## config.mk

```make
export PLATFORM = sky130hd
export DESIGN_NAME = mulseq
export DESIGN_NICKNAME = d
export VERILOG_FILES = /design/src/rtl/mulseq_pkg.sv /design/src/rtl/mulseq_mulstep.sv /design/src/rtl/mulseq.sv
export SDC_FILE = /design/constraint.sdc
export NUM_CORES = 1
export LEC_CHECK = 0
export ABC_AREA = 1
export BUFFER_PORTS_ARGS = -buffer_cell sky130_fd_sc_hd__buf_4
export CAP_MARGIN = 10
export CORE_ASPECT_RATIO = 0.5
export CORE_MARGIN = 1
export CORE_UTILIZATION = 60
export DETAILED_ROUTE_END_ITERATION = 6
export PLACE_DENSITY = 0.8
export SLEW_MARGIN = 25
export SYNTH_ARGS = -nofsm -noshare
export SYNTH_HDL_FRONTEND = slang
export SYNTH_HIERARCHICAL = 1
export SYNTH_SLANG_ARGS = --single-unit
```

## constraint.sdc

```tcl
create_clock -name clk -period 7.46 [get_ports clk]
set_clock_uncertainty 0.1 [all_clocks]
set_input_delay 0.373 -clock clk [delete_from_list [all_inputs] [get_ports clk]]
set_output_delay 0.373 -clock clk [all_outputs]
set_load 0.01 [all_outputs]
```

## src/rtl/mulseq_pkg.sv

```systemverilog
// Shared MDU definitions: multiply funct3 encodings
// and the sequencer state type.
package mulseq_pkg;

   localparam logic [1:0] F3_MUL    = 2'b00;
   localparam logic [1:0] F3_MULH   = 2'b01;
   localparam logic [1:0] F3_MULHSU = 2'b10;
   localparam logic [1:0] F3_MULHU  = 2'b11;

   typedef enum logic [1:0] {
      IDLE = 2'd0,
      BUSY = 2'd1,
      DONE = 2'd2
   } state_e;

endpackage

```

## src/rtl/mulseq_mulstep.sv

```systemverilog
// One radix-2 shift-add iteration: add M into the
// high half when P[0] is set, then shift right by one.
module mulstep #(
   parameter int XLEN = 32
) (
   input  logic [2*XLEN-1:0] p,
   input  logic [XLEN-1:0]   m,
   output logic [2*XLEN-1:0] p_next
);

   logic [XLEN-1:0] addend;
   logic [XLEN:0]   sum;

   always_comb begin
      addend = p[0] ? m : '0;
      sum    = {1'b0, p[2*XLEN-1:XLEN]} + {1'b0, addend};
      p_next = {sum, p[XLEN-1:1]};
   end

endmodule

```

## src/rtl/mulseq.sv

```systemverilog
// Iterative radix-2 shift-add multiplier with a
// start/busy/done handshake, one multiplier bit per cycle.
module mulseq
   import mulseq_pkg::*;
#(
   parameter int XLEN = 32
) (
   input  logic            clk,
   input  logic            reset,
   input  logic            Start,
   input  logic            Flush,
   input  logic [XLEN-1:0] A,
   input  logic [XLEN-1:0] B,
   input  logic [1:0]      Funct3,
   output logic            Busy,
   output logic            Done,
   output logic [XLEN-1:0] Result
);

   localparam int CW = $clog2(XLEN) + 1;

   state_e            state_q, state_d;
   logic [CW-1:0]     cnt_q, cnt_d;
   logic [2*XLEN-1:0] p_q, p_d;
   logic [XLEN-1:0]   m_q, m_d;
   logic              neg_q, neg_d;
   logic [1:0]        f3_q, f3_d;
   logic [XLEN-1:0]   res_q, res_d;
   logic              busy_q, busy_d;
   logic              done_q, done_d;

   logic              neg_a, neg_b;
   logic [XLEN-1:0]   abs_a, abs_b;
   logic [2*XLEN-1:0] p_next, final_p;
   logic              accept, step, last;

   mulstep #(.XLEN(XLEN)) u_step (
      .p      (p_q),
      .m      (m_q),
      .p_next (p_next)
   );

   always_comb begin
      neg_a   = A[XLEN-1] & (Funct3 != F3_MULHU);
      neg_b   = B[XLEN-1] & ~Funct3[1];
      abs_a   = neg_a ? -A : A;
      abs_b   = neg_b ? -B : B;
      final_p = neg_q ? -p_next : p_next;
      accept  = (state_q == IDLE) & Start & ~Flush;
      step    = (state_q == BUSY) & ~Flush;
      last    = (cnt_q == CW'(XLEN - 1));
   end

   always_ff @(posedge clk) begin
      if (reset) begin
         state_q <= IDLE;
         cnt_q   <= '0;
         p_q     <= '0;
         m_q     <= '0;
         neg_q   <= 1'b0;
         f3_q    <= F3_MUL;
         res_q   <= '0;
         busy_q  <= 1'b0;
         done_q  <= 1'b0;
      end else begin
         state_q <= state_d;
         cnt_q   <= cnt_d;
         p_q     <= p_d;
         m_q     <= m_d;
         neg_q   <= neg_d;
         f3_q    <= f3_d;
         res_q   <= res_d;
         busy_q  <= busy_d;
         done_q  <= done_d;
      end
   end

   // Flush wins over both the step and a new Start.
   always_comb begin
      state_d = state_q;
      unique case (state_q)
         IDLE: if (accept) state_d = BUSY;
         BUSY: begin
            if (Flush)     state_d = IDLE;
            else if (last) state_d = DONE;
         end
         DONE: state_d = IDLE;
         default: state_d = IDLE;
      endcase
   end

   always_comb begin
      cnt_d = cnt_q;
      p_d   = p_q;
      m_d   = m_q;
      neg_d = neg_q;
      f3_d  = f3_q;
      res_d = res_q;
      if (accept) begin
         m_d   = abs_a;
         p_d   = {{XLEN{1'b0}}, abs_b};
         neg_d = neg_a ^ neg_b;
         f3_d  = Funct3;
         cnt_d = '0;
      end else if (step) begin
         p_d   = p_next;
         cnt_d = cnt_q + CW'(1);
         if (last) begin
            res_d = (f3_q == F3_MUL) ? final_p[XLEN-1:0]
                                     : final_p[2*XLEN-1:XLEN];
         end
      end
   end

   always_comb begin
      busy_d = (state_d == BUSY);
      done_d = (state_d == DONE);
   end

   assign Busy   = busy_q;
   assign Done   = done_q;
   assign Result = res_q;

endmodule

```

==> flow_metrics.py, run 1 <==
metrics = {
    "outcome": {
        "status": "finished clean",
    },
    "sta": {
        "maxSlewViolCount": 0,
        "finalCritPeriodShare_pct": 50.23,
        "finalSetupTns_ns": 0,
        "clock.fmax_ghz": 0.2669,
        "min_period_ns": 3.747,
        "slew-limit-headroom_pct": 35.42,
        "finalSetupViolCount": 0,
        "finalHoldViolCount": 0,
        "tightest_slew_ns": 0.9677,
        "grt_setup_unrepaired": "false",
    },
    "flow_run": {
        "max-cap-violations": 0,
    },
    "clock_network": {
        "clock_path_buffers": 2,
        "cts_resized": 0,
        "clkTransAtPathRegs_ns": 0.07,
        "numCtsBuffers": 17,
        "postCtsHoldBufs": 0,
        "h-tree-depth": 4,
        "clock-root-buffer": "clkbuf_16",
        "clock_latency_ns": 0.44,
        "post_cts_buffers": 0,
        "cts_tree": "yes",
        "cts_sinks": 141,
    },
    "layout": {
        "fin_area_mm2": 0.01346,
        "final_cell_mix": "nand2_1 (714), inv_1 (287), nor2_1 (255)",
        "mostFrequentLayoutCell": "nand2_1",
        "final_cells": 2507,
        "layout.nets": 2335,
        "drive_gt1_share_pct": 8.255,
        "diodes": 0,
        "fillCellCount": 1915,
        "syn2layout_area_growth_pct": 10.48,
    },
    "worst_hold_path": {
        "hp-class": "input pin to register",
    },
    "global_routing": {
        "antenna_found_initial": 0,
        "grt_pass1_vias": 12200,
        "grt_start_max_net_pins": 77,
        "grt_overflow": 0,
        "grt_pass1_wl_um": 64330,
        "track_usage_pct": 39.66,
    },
    "logic_synthesis": {
        "synthArstFlopShare_pct": 0,
        "syn_avg_cell_area_um2": 5.544,
        "synth_top_flop_cell": "dfxtp_1",
        "netlist_instances": 2197,
        "syn-num-nets": 2304,
        "yosys_warnings": 6,
        "yosys_register_bits": 141,
        "yosysSeqAreaShare_pct": 23.17,
        "synth_edf_count": 0,
        "syn-cell-area_mm2": 0.01218,
        "yosysUniqueCellTypes": 44,
    },
    "drt": {
        "wl_per_cell_um": 16.49,
        "final_antenna_net_count": 0,
        "dr.pass1.iters": 6,
        "via_per_inst": 5.683,
        "finalWirelength_um": 41340,
        "drc": 0,
        "via_count": 14250,
        "drt_iter0_markers": 1794,
    },
    "pwr": {
        "switching_share_pct": 35.58,
        "combPwrFrac_pct": 22.1,
        "p_int_uw": 1389,
        "p_clk_share_pct": 40.2,
        "vdd_drop_max_mv": 0.1624,
        "p_per_area_mw_per_mm2": 160.2,
        "seqPwrFrac_pct": 37.7,
        "p_switching_uw": 766.9,
        "p_leak_uw": 0.007138,
    },
    "critical_path": {
        "path_max_fanout": 33,
        "startpoint_type": "register",
        "slowest_delay_ns": 0.70,
        "crit_type": "register to register",
        "cp.required_ns": 7.73,
        "worst_setup_path_end_kind": "register",
        "cp_cell_sequence": "nand2_1 -> inv_1 -> ha_1 -> nand2_1 -> nand2_1 -> nand3_1 -> nand2_2 -> nand2_1 -> nand2_2 -> xor2_1 -> nor2_1 -> nand2_1 -> nor2_1 -> nand2_1 -> o21ai_0 -> nand3_1 -> nand3_1 -> a21oi_1",
        "slowest_stage": "dfxtp_2",
        "worst_path_most_repeated_cell": "nand2_1",
        "worst_ep_arrival_time_ns": 4.02,
    },
    "die": {
        "die_h_um": 102.8,
        "die-area_mm2": 0.02091,
        "rows": 36,
        "core-area_mm2": 0.01968,
        "boundaryPins": 104,
        "start_util_pct": 61.88,
        "die_w_um": 203.5,
    },
    "place": {
        "dp_cells": 2474,
        "numPortBuffers": 103,
        "placed_area_mm2": 0.01285,
        "gp_congestion": 0.9945,
        "hpwlAfterDp_um": 31680,
    },
}
## layer usage
| layer | vias to the layer above | share of wire (%) | GRT usage (%) |
|---|---|---|---|
| met3 | 74 | 12 | 8.628 |
| met4 | 0 | 2.0 | 10.47 |
| met5 | - | 0 | 0 |
| met1 | 6367 | 45 | 57.25 |
| li1 | 7035 | - | - |
| met2 | 771 | 41 | 59.39 |
## metrics by stage
stage               utilization, %  hold WS [ns]  total power, uW  worst slack, ns
global placement             65.26        0.3410             1281            3.487
global route                 68.36       0.06243             2246            3.424
detailed placement           65.26        0.3474             1284            3.546
CTS                          68.22       0.03902             2134            3.515
finish                       68.36       0.04135             2156            3.713
floorplan                        -        0.3262             1156            4.555
## layout make-up
| cell class | count | area (um^2) | share of cell area [%] |
|---|---|---|---|
| multi-input combinational | 1665 | 7764 | 57.69 |
| sequential | 141 | 2825 | 20.99 |
| inverter | 291 | 1092 | 8.117 |
| timing repair buffer | 112 | 860.8 | 6.397 |
| clock buffer | 18 | 439.2 | 3.264 |
| tap | 266 | 332.8 | 2.473 |
| clock inverter | 14 | 142.6 | 1.060 |
## registers in the layout, indices dropped and copies added, names as in the netlist
signal / flops
f3_q: 2
p_q: 64
state_q: 2
cnt_q: 6
Busy: 1
neg_q: 1
m_q: 32
Result: 32
Done: 1
## synth_stat cells (2+ instances only)
cell        n  area [um^2]
inv_1     287         1077
clkbuf_1   47        176.4
clkinv_1    2        7.510
o21ai_0   161        805.8
o21ai_1     4        20.02
nand3_2     3        30.03
a31oi_1    16        100.1
o31ai_1     5        37.54
nand2_1   714         2680
xnor2_1     6        52.55
nor3_1     18        90.09
nand4_1    30        187.7
o21bai_2    2        22.52
buf_2      16        80.08
o21bai_1    7        52.55
ha_1       36        450.4
o221ai_1    2        17.52
nor2_2      8        50.05
a21oi_1   150        750.7
nand3_1   177        885.9
buf_1       6        22.52
or2_2       7        43.79
nand3b_1   12        90.09
dfxtp_1   141         2823
xor2_1     23        201.4
nand2_2    11        68.82
inv_2       2        7.510
buf_4      31        232.7
nor2_1    257        964.7
nor3b_1     2        15.01
## logic make-up after synthesis
| kind of cell | after synthesis | share of synthesized area [%] |
|---|---|---|
| and+or+nand+nor | 1243 | 42.29 |
| buffers and inverters | 391 | 13.17 |
| AOI/OAI and AO/OA | 356 | 15.42 |
| DFF | 141 | 23.17 |
| adders and majority gates | 37 | 3.862 |
| xor gates and xnor gates | 29 | 2.085 |
## power by group through the flow
| stage | registers, uW | logic [uW] | clock network, uW |
|---|---|---|---|
| after global routing | 815 | 529 | 902 |
| after global placement | 827 | 454 | 0 |
| after CTS | 811 | 460 | 864 |
| final | 813 | 476 | 867 |
| after detailed placement | 828 | 456 | 0 |
| after floorplan | 809 | 346 | 0 |
## worst max-delay path, delay by kind of cell (launching register included)
family          cells  cell delay (ns)
flops               1             0.70
fa+ha+maj           1             0.29
simple gates       13             1.40
xor+xnor            1             0.64
compound gates      2             0.32
buf+inv             1             0.21
## path summary, 6_finish.rpt
path             start          to  slack [ns]  cells past startpoint
max             p_q[0]  Result[28]        3.71                     18
min reg2reg    m_q[30]     m_q[30]        0.35                      2
max reg2reg     p_q[0]  Result[28]        3.71                     18
min          Funct3[0]     f3_q[0]        0.04                      3
No activity file was read; power rests on OpenSTA's default activity.
==> run 2: changes to the inputs <==
--- a/config.mk
+++ b/config.mk
@@ -10,9 +10,9 @@
 export CAP_MARGIN = 10
 export CORE_ASPECT_RATIO = 0.5
 export CORE_MARGIN = 1
-export CORE_UTILIZATION = 60
+export CORE_UTILIZATION = 56
 export DETAILED_ROUTE_END_ITERATION = 6
-export PLACE_DENSITY = 0.8
+export PLACE_DENSITY = 0.79
 export SLEW_MARGIN = 25
 export SYNTH_ARGS = -nofsm -noshare
 export SYNTH_HDL_FRONTEND = slang
==> constraint.sdc (replaced) <==
create_clock -name clk -period 3.35 [get_ports clk]
set_clock_uncertainty 0.1 [all_clocks]
set_input_delay 0.1675 -clock clk [delete_from_list [all_inputs] [get_ports clk]]
set_output_delay 0.1675 -clock clk [all_outputs]
set_load 0.01 [all_outputs]
==> run 2 against run 1 <==
Final cell count increased by 5.1%; combinational power grew to 2.6 times the previous value; hold slack got worse by 0.021 ns; sequential cell count unchanged; global-route usage up 0.25 points; die area is 7.0% higher; critical path type unchanged; critical endpoint is now Result[30]; largest power group unchanged.
==> flow_metrics.py, run 2 (synthesis gave the netlist of run 1 again) <==
metrics = {
    "outcome": {
        "status": "finished clean",
    },
    "die": {
        "core-area_mm2": 0.02093,
        "die_w_um": 210.6,
        "boundaryPins": 104,
        "rows": 37,
        "die_h_um": 106.3,
        "start_util_pct": 58.21,
        "die-area_mm2": 0.02238,
    },
    "pwr": {
        "vdd_drop_max_mv": 0.3518,
        "combPwrFrac_pct": 24.7,
        "p_int_uw": 3276,
        "switching_share_pct": 34.23,
        "p_per_area_mw_per_mm2": 335.7,
        "p_leak_uw": 0.007671,
        "p_switching_uw": 1704,
        "p_clk_share_pct": 39.0,
        "seqPwrFrac_pct": 36.3,
    },
    "clock_network": {
        "clkTransAtPathRegs_ns": 0.06,
        "h-tree-depth": 4,
        "cts_tree": "yes",
        "clock-root-buffer": "clkbuf_16",
        "clock_latency_ns": 0.45,
        "cts_sinks": 141,
        "numCtsBuffers": 17,
        "clock_path_buffers": 2,
    },
    "drt": {
        "finalWirelength_um": 44900,
        "via_per_inst": 5.650,
        "final_antenna_net_count": 0,
        "via_count": 14880,
        "drc": 0,
        "drt_iter0_markers": 1949,
        "wl_per_cell_um": 17.05,
        "dr.pass1.iters": 7,
    },
    "layout": {
        "final_cell_mix": "nand2_1 (674), inv_1 (283), nor2_1 (223)",
        "largest_reg_flops": 64,
        "mostFrequentLayoutCell": "nand2_1",
        "seqCellArea_mm2": 0.002828,
        "fin_area_mm2": 0.01483,
        "diodes": 0,
        "regMostFlops": "p_q",
        "utilization_pct": 70.89,
        "final_cells": 2634,
        "fillCellCount": 1960,
        "drive_gt1_share_pct": 15.80,
        "syn2layout_area_growth_pct": 21.79,
        "multiInputGateArea_mm2": 0.008249,
        "layout.nets": 2436,
    },
    "sta": {
        "finalHoldViolCount": 0,
        "slew-limit-headroom_pct": 35.88,
        "whs_ns": 0.02017,
        "maxSlewViolCount": 0,
        "tightest_slew_ns": 0.9583,
        "clock.fmax_ghz": 0.3026,
        "min_period_ns": 3.305,
        "finalCritPeriodShare_pct": 98.64,
        "finalSetupViolCount": 0,
        "grt_setup_unrepaired": "true",
    },
    "global_routing": {
        "track_usage_pct": 39.91,
        "grt_pass1_wl_um": 69740,
        "grt_start_max_net_pins": 76,
        "grt_overflow": 0,
        "grt_pass1_vias": 13140,
        "antenna_found_initial": 0,
    },
    "critical_path": {
        "crit_type": "register to register",
        "crit_end": "Result[30]",
        "r2r_cells": 21,
        "crit_start": "p_q[0]",
        "ff2ff_setup_slack_ns": 0.05,
        "cp.required_ns": 3.59,
        "worst_ep_arrival_time_ns": 3.54,
        "worst_setup_path_end_kind": "register",
        "path_max_fanout": 15,
        "r2r_end": "Result[30]",
        "reg2reg_from": "p_q[0]",
        "startpoint_type": "register",
    },
    "place": {
        "hpwlAfterDp_um": 33530,
        "placed_area_mm2": 0.01335,
        "dp_cells": 2561,
        "gp_congestion": 1.038,
        "numPortBuffers": 103,
    },
    "flow_run": {
        "max-cap-violations": 0,
    },
    "worst_hold_path": {
        "whs_path_depth": 4,
        "hp-class": "input pin to register",
    },
}
-- run 2: cell types whose count changed in the layout (fill, tap and decap cells not counted), moves of 8 or more --
cell,delta
ha_1,-10
a21oi_1,-9
nor2_2,+29
nand2_1,-40
a21oi_2,+9
nand2_2,+33
o21ai_0,-9
nor2_1,-32
dlygate4sd3_1,+33
o21ai_2,+8
buf_4,+66
-- run 2: worst max-delay path, cell delays in order, from the launching register on --
cell and delay, ns:
dfxtp_4 0.39, buf_12 0.16, nand2_1 0.08, inv_1 0.06, ha_1 0.31, buf_4 0.17
nand2_1 0.13, nand2_1 0.08, nand2_1 0.10, nand2_1 0.06, nand2_1 0.06, nand3_2 0.10
xor2_1 0.44, nor2_2 0.11, nand2_1 0.20, nor2_2 0.08, nand2_2 0.09, o21ai_2 0.08
a21oi_1 0.19, nor2_1 0.07, nor2_1 0.09, nor2_1 0.05
-- run 2: per-stage QoR --
step,setup slack [ns],setup TNS [ns],total power (uW)
2_1_floorplan,0.4453,0,2573
3_3_place_gp,0.05191,0,2926
3_5_place_dp,0.01046,0,2927
4_1_cts,-0.003171,-0.003171,4892
5_1_grt,-0.07716,-0.4997,5194
6_report,0.04539,0,4980
-- run 2: area by class of cell --
class,instances,share of cell area (%)
Inverter,291,7.363
Sequential cell,141,19.06
Clock inverter,14,1.046
Multi-Input combinational cell,1665,55.61
Timing Repair Buffer,213,11.56
Tap cell,292,2.463
Clock buffer,18,2.893
-- run 2: what timing repair did --
action                                  CTS  global route
endpoints found under the hold margin    34             0
gates resized for setup                   1           142
pin swaps                                 0            36
gates cloned                              0             2
endpoints found under the setup margin    1            23
buffers inserted                          0             6
hold buffers                             33             0
-- run 2: how the worst min path moves through the flow --
stage | startpoint | endpoint | slack [ns]
2_1_floorplan | Funct3[0] | f3_q[0] | 0.17
3_3_place_gp | Funct3[0] | f3_q[0] | 0.28
3_5_place_dp | Funct3[0] | f3_q[0] | 0.31
4_1_cts | A[22] | m_q[22] | 0.002
5_1_grt | A[14] | m_q[14] | 0.02
6_report | A[18] | m_q[18] | 0.02
-- run 2: per-layer routing --
metal	share of wire, %	track usage, %	up-vias
met1	45	57.35	6681
met3	11	8.479	80
met2	42	59.76	895
met5	0	0	-
met4	2.1	10.82	0
li1	-	-	7227
-- run 2: power by group through the flow --
stage | sequential (uW) | combinational [uW] | clock, uW
finish | 1810 | 1230 | 1940
global route | 1810 | 1350 | 2030
CTS | 1800 | 1130 | 1960
detailed placement | 1840 | 1090 | 0
global placement | 1840 | 1090 | 0
floorplan | 1800 | 772 | 0
